[config.mk]
export PLATFORM = sky130hd
export DESIGN_NAME = cpu_bus_arbiter_flat
export DESIGN_NICKNAME = d
export VERILOG_FILES = /design/src/rtl/cpu_bus_arbiter_if.sv /design/src/rtl/cpu_bus_arbiter.sv /design/src/flat_wrapper.sv
export SDC_FILE = /design/constraint.sdc
export NUM_CORES = 1
export LEC_CHECK = 0
export BUFFER_PORTS_ARGS = -buffer_cell sky130_fd_sc_hd__buf_4
export CAP_MARGIN = 20
export CORE_UTILIZATION = 35
export CTS_CLUSTER_DIAMETER = 120
export DETAILED_ROUTE_END_ITERATION = 7
export PLACE_DENSITY = 0.67
export SLEW_MARGIN = 10
export SYNTH_ARGS = -nofsm -noshare
export SYNTH_HDL_FRONTEND = slang
export SYNTH_SLANG_ARGS = --single-unit
[constraint.sdc]
create_clock -name clock -period 2.3 [get_ports clock]
set_input_delay 0.115 -clock clock [delete_from_list [all_inputs] [get_ports clock]]
set_output_delay 0.115 -clock clock [all_outputs]
set_load 0.05 [all_outputs]
[src/rtl/cpu_bus_arbiter_if.sv]
// Signal bundle between the two CPU masters (ibus, dbus) and the shared memory port.
interface cpu_bus_arbiter_if;
  logic [31:0] ibus_address;
  logic        ibus_read;
  logic [31:0] ibus_data;
  logic        ibus_stall;
  logic        ibus_error;

  logic [31:0] dbus_address;
  logic        dbus_read;
  logic        dbus_write;
  logic [31:0] dbus_wdata;
  logic [3:0]  dbus_byteenable;
  logic [31:0] dbus_data;
  logic        dbus_stall;
  logic        dbus_error;

  logic [31:0] mem_address;
  logic        mem_read;
  logic        mem_write;
  logic [31:0] mem_wdata;
  logic [3:0]  mem_byteenable;
  logic [31:0] mem_data;
  logic        mem_stall;
  logic        mem_error;

  modport slave (
    input  ibus_address, ibus_read,
    input  dbus_address, dbus_read, dbus_write, dbus_wdata, dbus_byteenable,
    input  mem_data, mem_stall, mem_error,
    output ibus_data, ibus_stall, ibus_error,
    output dbus_data, dbus_stall, dbus_error,
    output mem_address, mem_read, mem_write, mem_wdata, mem_byteenable
  );

  modport master (
    output ibus_address, ibus_read,
    output dbus_address, dbus_read, dbus_write, dbus_wdata, dbus_byteenable,
    output mem_data, mem_stall, mem_error,
    input  ibus_data, ibus_stall, ibus_error,
    input  dbus_data, dbus_stall, dbus_error,
    input  mem_address, mem_read, mem_write, mem_wdata, mem_byteenable
  );
endinterface

[src/rtl/cpu_bus_arbiter.sv]
// Shares one pipelined memory bus between ibus and dbus; grant, mem_* and stalls are combinational.
// Returning data for a master that lost the following arbitration is parked until it is next unstalled.
module cpu_bus_arbiter #(
  parameter int unsigned IBUS_MAX_WAIT = 4
) (
  input  logic             clock,
  input  logic             reset,
  cpu_bus_arbiter_if.slave bus
);
  typedef enum logic [1:0] {OWN_NONE, OWN_IBUS, OWN_DBUS_RD, OWN_DBUS_WR} owner_e;

  owner_e      owner_q, owner_d;
  logic [3:0]  starve_q, starve_d;
  logic        ihold_vld_q, ihold_vld_d, ihold_err_q, ihold_err_d;
  logic [31:0] ihold_dat_q, ihold_dat_d;
  logic        dhold_vld_q, dhold_vld_d, dhold_err_q, dhold_err_d;
  logic [31:0] dhold_dat_q, dhold_dat_d;

  logic ibus_req, dbus_req, ibus_prio, gnt_i, gnt_d, accept;
  logic ibus_stall_w, dbus_stall_w, ret_i, ret_d;
  logic [31:0] dret_dat;

  always_comb begin : arbitrate
    ibus_req     = bus.ibus_read;
    dbus_req     = bus.dbus_read | bus.dbus_write;
    ibus_prio    = ibus_req & (starve_q >= 4'(IBUS_MAX_WAIT));
    gnt_d        = ~reset & dbus_req & ~ibus_prio;
    gnt_i        = ~reset & ibus_req & ~gnt_d;
    accept       = ~reset & ~bus.mem_stall;
    ibus_stall_w = reset | bus.mem_stall | (ibus_req & ~gnt_i);
    dbus_stall_w = reset | bus.mem_stall | (dbus_req & ~gnt_d);
    ret_i        = accept & (owner_q == OWN_IBUS);
    ret_d        = accept & ((owner_q == OWN_DBUS_RD) | (owner_q == OWN_DBUS_WR));
    // Stores only return an error; keep their data lane quiet.
    dret_dat     = (owner_q == OWN_DBUS_WR) ? 32'h0 : bus.mem_data;
  end

  always_ff @(posedge clock) begin : owner_reg
    if (reset) owner_q <= OWN_NONE;
    else       owner_q <= owner_d;
  end

  always_comb begin : owner_next
    owner_d = owner_q;
    if (accept) begin
      if (gnt_d)      owner_d = bus.dbus_write ? OWN_DBUS_WR : OWN_DBUS_RD;
      else if (gnt_i) owner_d = OWN_IBUS;
      else            owner_d = OWN_NONE;
    end
  end

  always_comb begin : outputs
    bus.mem_read       = gnt_i | (gnt_d & bus.dbus_read);
    bus.mem_write      = gnt_d & bus.dbus_write;
    bus.mem_address    = gnt_d ? bus.dbus_address : bus.ibus_address;
    bus.mem_wdata      = gnt_d ? bus.dbus_wdata : 32'h0;
    bus.mem_byteenable = gnt_d ? bus.dbus_byteenable : 4'b1111;
    bus.ibus_stall     = ibus_stall_w;
    bus.dbus_stall     = dbus_stall_w;
    bus.ibus_data      = 32'h0;
    bus.ibus_error     = 1'b0;
    bus.dbus_data      = 32'h0;
    bus.dbus_error     = 1'b0;
    if (!ibus_stall_w) begin
      if (ihold_vld_q) begin
        bus.ibus_data  = ihold_dat_q;
        bus.ibus_error = ihold_err_q;
      end else if (ret_i) begin
        bus.ibus_data  = bus.mem_data;
        bus.ibus_error = bus.mem_error;
      end
    end
    if (!dbus_stall_w) begin
      if (dhold_vld_q) begin
        bus.dbus_data  = dhold_dat_q;
        bus.dbus_error = dhold_err_q;
      end else if (ret_d) begin
        bus.dbus_data  = dret_dat;
        bus.dbus_error = bus.mem_error;
      end
    end
  end

  always_comb begin : hold_next
    ihold_vld_d = ihold_vld_q;
    ihold_dat_d = ihold_dat_q;
    ihold_err_d = ihold_err_q;
    dhold_vld_d = dhold_vld_q;
    dhold_dat_d = dhold_dat_q;
    dhold_err_d = dhold_err_q;
    if (ret_i && ibus_stall_w) begin
      ihold_vld_d = 1'b1;
      ihold_dat_d = bus.mem_data;
      ihold_err_d = bus.mem_error;
    end else if (ihold_vld_q && !ibus_stall_w) begin
      ihold_vld_d = 1'b0;
    end
    if (ret_d && dbus_stall_w) begin
      dhold_vld_d = 1'b1;
      dhold_dat_d = dret_dat;
      dhold_err_d = bus.mem_error;
    end else if (dhold_vld_q && !dbus_stall_w) begin
      dhold_vld_d = 1'b0;
    end
    starve_d = starve_q;
    if (accept) begin
      if (!ibus_req || gnt_i)             starve_d = 4'd0;
      else if (gnt_d && starve_q != 4'hf) starve_d = starve_q + 4'd1;
    end
  end

  always_ff @(posedge clock) begin : hold_reg
    if (reset) begin
      ihold_vld_q <= 1'b0;
      ihold_dat_q <= 32'h0;
      ihold_err_q <= 1'b0;
      dhold_vld_q <= 1'b0;
      dhold_dat_q <= 32'h0;
      dhold_err_q <= 1'b0;
      starve_q    <= 4'd0;
    end else begin
      ihold_vld_q <= ihold_vld_d;
      ihold_dat_q <= ihold_dat_d;
      ihold_err_q <= ihold_err_d;
      dhold_vld_q <= dhold_vld_d;
      dhold_dat_q <= dhold_dat_d;
      dhold_err_q <= dhold_err_d;
      starve_q    <= starve_d;
    end
  end

  // A parked return must be delivered before that master's next return can arrive.
  ihold_no_overrun: assert property (@(posedge clock) disable iff (reset) !(ihold_vld_q && ret_i));
  dhold_no_overrun: assert property (@(posedge clock) disable iff (reset) !(dhold_vld_q && ret_d));
endmodule

[src/flat_wrapper.sv]
// flat-port wrapper written by rule: the top's interface ports become plain ports
module cpu_bus_arbiter_flat 
#(
  parameter int unsigned IBUS_MAX_WAIT = 4
)
  (clock, reset, bus_ibus_address, bus_ibus_read, bus_dbus_address, bus_dbus_read, bus_dbus_write, bus_dbus_wdata, bus_dbus_byteenable, bus_mem_data, bus_mem_stall, bus_mem_error, bus_ibus_data, bus_ibus_stall, bus_ibus_error, bus_dbus_data, bus_dbus_stall, bus_dbus_error, bus_mem_address, bus_mem_read, bus_mem_write, bus_mem_wdata, bus_mem_byteenable);
  cpu_bus_arbiter_if bus_i ();
  input  logic clock;
  input  logic reset;
  input wire logic [$bits(bus_i.ibus_address)-1:0] bus_ibus_address;
  input wire logic [$bits(bus_i.ibus_read)-1:0] bus_ibus_read;
  input wire logic [$bits(bus_i.dbus_address)-1:0] bus_dbus_address;
  input wire logic [$bits(bus_i.dbus_read)-1:0] bus_dbus_read;
  input wire logic [$bits(bus_i.dbus_write)-1:0] bus_dbus_write;
  input wire logic [$bits(bus_i.dbus_wdata)-1:0] bus_dbus_wdata;
  input wire logic [$bits(bus_i.dbus_byteenable)-1:0] bus_dbus_byteenable;
  input wire logic [$bits(bus_i.mem_data)-1:0] bus_mem_data;
  input wire logic [$bits(bus_i.mem_stall)-1:0] bus_mem_stall;
  input wire logic [$bits(bus_i.mem_error)-1:0] bus_mem_error;
  output wire logic [$bits(bus_i.ibus_data)-1:0] bus_ibus_data;
  output wire logic [$bits(bus_i.ibus_stall)-1:0] bus_ibus_stall;
  output wire logic [$bits(bus_i.ibus_error)-1:0] bus_ibus_error;
  output wire logic [$bits(bus_i.dbus_data)-1:0] bus_dbus_data;
  output wire logic [$bits(bus_i.dbus_stall)-1:0] bus_dbus_stall;
  output wire logic [$bits(bus_i.dbus_error)-1:0] bus_dbus_error;
  output wire logic [$bits(bus_i.mem_address)-1:0] bus_mem_address;
  output wire logic [$bits(bus_i.mem_read)-1:0] bus_mem_read;
  output wire logic [$bits(bus_i.mem_write)-1:0] bus_mem_write;
  output wire logic [$bits(bus_i.mem_wdata)-1:0] bus_mem_wdata;
  output wire logic [$bits(bus_i.mem_byteenable)-1:0] bus_mem_byteenable;
  assign bus_i.ibus_address = bus_ibus_address;
  assign bus_i.ibus_read = bus_ibus_read;
  assign bus_i.dbus_address = bus_dbus_address;
  assign bus_i.dbus_read = bus_dbus_read;
  assign bus_i.dbus_write = bus_dbus_write;
  assign bus_i.dbus_wdata = bus_dbus_wdata;
  assign bus_i.dbus_byteenable = bus_dbus_byteenable;
  assign bus_i.mem_data = bus_mem_data;
  assign bus_i.mem_stall = bus_mem_stall;
  assign bus_i.mem_error = bus_mem_error;
  assign bus_ibus_data = bus_i.ibus_data;
  assign bus_ibus_stall = bus_i.ibus_stall;
  assign bus_ibus_error = bus_i.ibus_error;
  assign bus_dbus_data = bus_i.dbus_data;
  assign bus_dbus_stall = bus_i.dbus_stall;
  assign bus_dbus_error = bus_i.dbus_error;
  assign bus_mem_address = bus_i.mem_address;
  assign bus_mem_read = bus_i.mem_read;
  assign bus_mem_write = bus_i.mem_write;
  assign bus_mem_wdata = bus_i.mem_wdata;
  assign bus_mem_byteenable = bus_i.mem_byteenable;
  cpu_bus_arbiter #(.IBUS_MAX_WAIT(IBUS_MAX_WAIT)) u_core (.clock(clock), .reset(reset), .bus(bus_i));
endmodule
==> impl_results.md <==
- First-pass GRT wire length: 30800 um
- Hold-critical path depth: 3
- CTS buffer count: 9
- Layout cells sized above 1: 41.6%
- Mean routed wirelength per cell: 20.4 um
- Hold WC Path Type: in -> reg
- Post-synth top area cell: dfxtp_1
- Die X: 116 um
- Startpoint of the worst hold path: bus_mem_data[7]
- Synth top cells by count: dfxtp_1, a21oi_1, nand2_1, o21ai_0, nand3_1
- GRT Util Overall: 30.9%
- Run status: complete, no violations
- Routed WL: 21300 um
- Largest net degree at the start of global routing: 69
- Synth cell types: 35
- Final hold violations: 0
- Sequential area share after synthesis: about a third
- Initial Util: between 30 and 40%
- Critical path type: reg -> out
- IO Count: 277
- Crit end category: output pin
- Worst Path Max Fanout: 34
- Worst-Margin Slew: approximately 0.79 ns
- Placed Cells: a little over 1000
- RSZ-0062 raised after global routing: no
- Area share of the largest cell type after synthesis: 32.8%
- CTS root buf: clkbuf_16
- Min cycle time layout: 2.20 ns
- Synth Register Bits: 74
- Core Area: 0.0126 sq mm
- Pre-CTS setup slack: 0.388 ns
- Htree depth: 3
- Final GP Congestion: 0.988
- Vias: around 5600
- # clock sinks: 74
- Warnings, synthesis: 0
- Netlist Area Pre-Place: roughly 0.0045 sq mm
- Max-cap check violation count: 0
- Router iterations before antenna repair: 5
- CP Launch Type: flip-flop
- R2R setup slack: 0.41 ns
- Die height: 116 um
- Synth top area cells: dfxtp_1, a21oi_1, mux2_2
- Leak: 2.85 nW
- Crit path cell chain: o21a_1 -> nor3_4 -> clkbuf_16 -> mux2_2 -> buf_4
- Critical R2R Capture: u_core.ihold_dat_q[19]
- Fmax: 454 MHz
- Vias in the first global route: 5345
- Post-route insts no fill: ~1000
- Syn Inst Count: 610
- CTS max path bufs: 2
- DR iter-0 viols: 512
- Slew Viols, Final: 0
- CTS tree: built
- CP required: 2.18 ns
- Dominant synthesized flop cell: dfxtp_1
- Syn_nets: 750
- Total gr overflow: 0
- Detail Placement HPWL: 16800 um
- DRC errors left: 0
- Vias/cell: 5.43
- Async S/R FF share, synth: 0%
- Worst EP arrival: 2.09 ns
- Worst VDD drop: 0.332 mV
- Filler cells: 1230
- Clock Skew: 0.00740 ns
- # port buffers: 276
- Hold worst-path end: u_core.dhold_dat_q[7]
- Setup TNS: 0 ns
- P&R area growth vs syn: 57.4%
- Setup ws final: 0.0969 ns
- Number of synthesized flops with an enable pin: 0
- Launching point of the worst reg2reg path: u_core.owner_q[0]
- Avg Cell Area, Syn: 7.40 sq um
- Crit-path slowest cell: mux2_2
- Fin crit share: 95.8%
- Nets@finish: between 1000 and 1500
- Num rows: 41
- Multi-input gate area: 0.00276 sq mm
- Crit-path max cell delay: ~0.38 ns
- Max-slew headroom: 47.4%
- Worst Reg-to-Reg Cells: 5
- ANT nets after route: 0
- Clk slew on worst S/H paths: 0.06 ns
- Power per Cell Area: approximately 540 mW/mm^2
- Worst skew pair latency: 0.33 ns
- Reg area: 0.00148 sq mm
- Final setup viols: 0
- Most common cell in the netlist: dfxtp_1
- Die area: 0.0134 sq mm
- Initial antenna violation count: 1
cells by family after synthesis:
family,count (synthesis),share of synthesized area [%]
multiplexers,34,8.42
flip-flops,74,32.8
adder cells (fa/ha/maj),1,0.277
buffers and inverters,65,7.07
AO/OA/AOI/OAI,180,22.2
AND/OR/NAND/NOR,256,29.2
state kept, by name (all words and copies together) (netlist names):
| name | flops |
|---|---|
| u_core.starve_q | 4 |
| u_core.dhold_err_q | 1 |
| u_core.dhold_dat_q | 32 |
| u_core.ihold_dat_q | 32 |
| u_core.dhold_vld_q | 1 |
| u_core.owner_q | 2 |
| u_core.ihold_vld_q | 1 |
| u_core.ihold_err_q | 1 |
worst max-delay path, delay by kind of cell (launching register included):
kind / cells / cell delay (ns)
buffers and inverters: 2 / 0.49
muxes: 1 / 0.38
AOI/OAI and AO/OA: 1 / 0.23
and+or+nand+nor: 1 / 0.28
DFF: 1 / 0.37
how the worst max path moves through the flow:
stage                     cells past startpoint          startpoint                      to  slack, ns
after global routing                          5   u_core.owner_q[0]        bus_ibus_data[4]       0.04
after CTS                                     5  u_core.starve_q[2]     bus_mem_address[13]       0.03
after global placement                        6   u_core.owner_q[1]  u_core.ihold_dat_q[25]       0.45
after detailed placement                      5  u_core.starve_q[2]     bus_mem_address[13]       0.39
after floorplan                               5   u_core.owner_q[1]       bus_dbus_data[15]       0.17
final                                         5  u_core.starve_q[2]     bus_mem_address[13]        0.1
final cells by class:
class | count | area share (%)
Multi-Input combinational cell | 471 | 38.8
Clock inverter | 6 | 1.27
Antenna cell | 1 | 0.0352
Sequential cell | 74 | 20.9
Tap cell | 172 | 3.03
Inverter | 3 | 0.158
Clock buffer | 10 | 3.36
Timing Repair Buffer | 303 | 32.5
placed cells by master (no fill, tap or decap), types with 2 or more instances in the layout:
cell	netlist	routed
buf_4	4	299
dfxtp_1	74	73
a21oi_1	73	72
nand2_1	71	71
o21ai_0	66	66
nand3_1	65	65
nor2_1	40	40
and2_1	34	34
nand3b_1	33	33
mux2_2	32	32
a22oi_1	32	32
clkbuf_16	0	10
nand2b_1	4	4
clkinvlp_4	0	4
o21a_1	2	2
nor3_4	1	2
inv_1	2	2
o31a_1	2	2
mux2i_1	2	2
bufinv_16	0	2
buf_6	6	2
metrics by stage:
stage | total power, W | area, sq um | utilization [%] | hold slack (ns)
global placement | 0.00232 | 6750 | 53.5 | 0.364
CTS | 0.00387 | 7080 | 56.1 | 0.0300
floorplan | 0.00187 | 4520 | - | 0.245
finish | 0.00386 | 7110 | 56.3 | 0.0356
detailed placement | 0.00233 | 6750 | 53.5 | 0.377
global route | 0.00397 | 7110 | 56.3 | 0.0357
routing by layer:
metal	track usage, %	share of wire (%)
met5	0	0
met4	12.4	3.3
met3	10.5	10
met2	52.0	49
met1	36.0	37
timing repair:
item,4_1_cts,5_1_grt
buffers inserted,0,1
endpoints found under the setup margin,0,37
gates resized for setup,0,2
hold buffers,0,0
power breakdown:
part	internal, W	switching (W)	leakage, nW
Sequential	0.00129	0.0000114	0.597
Clock	0.000979	0.000562	0.147
Combinational	0.000377	0.000637	2.10
No activity file was read; power rests on OpenSTA's default activity.
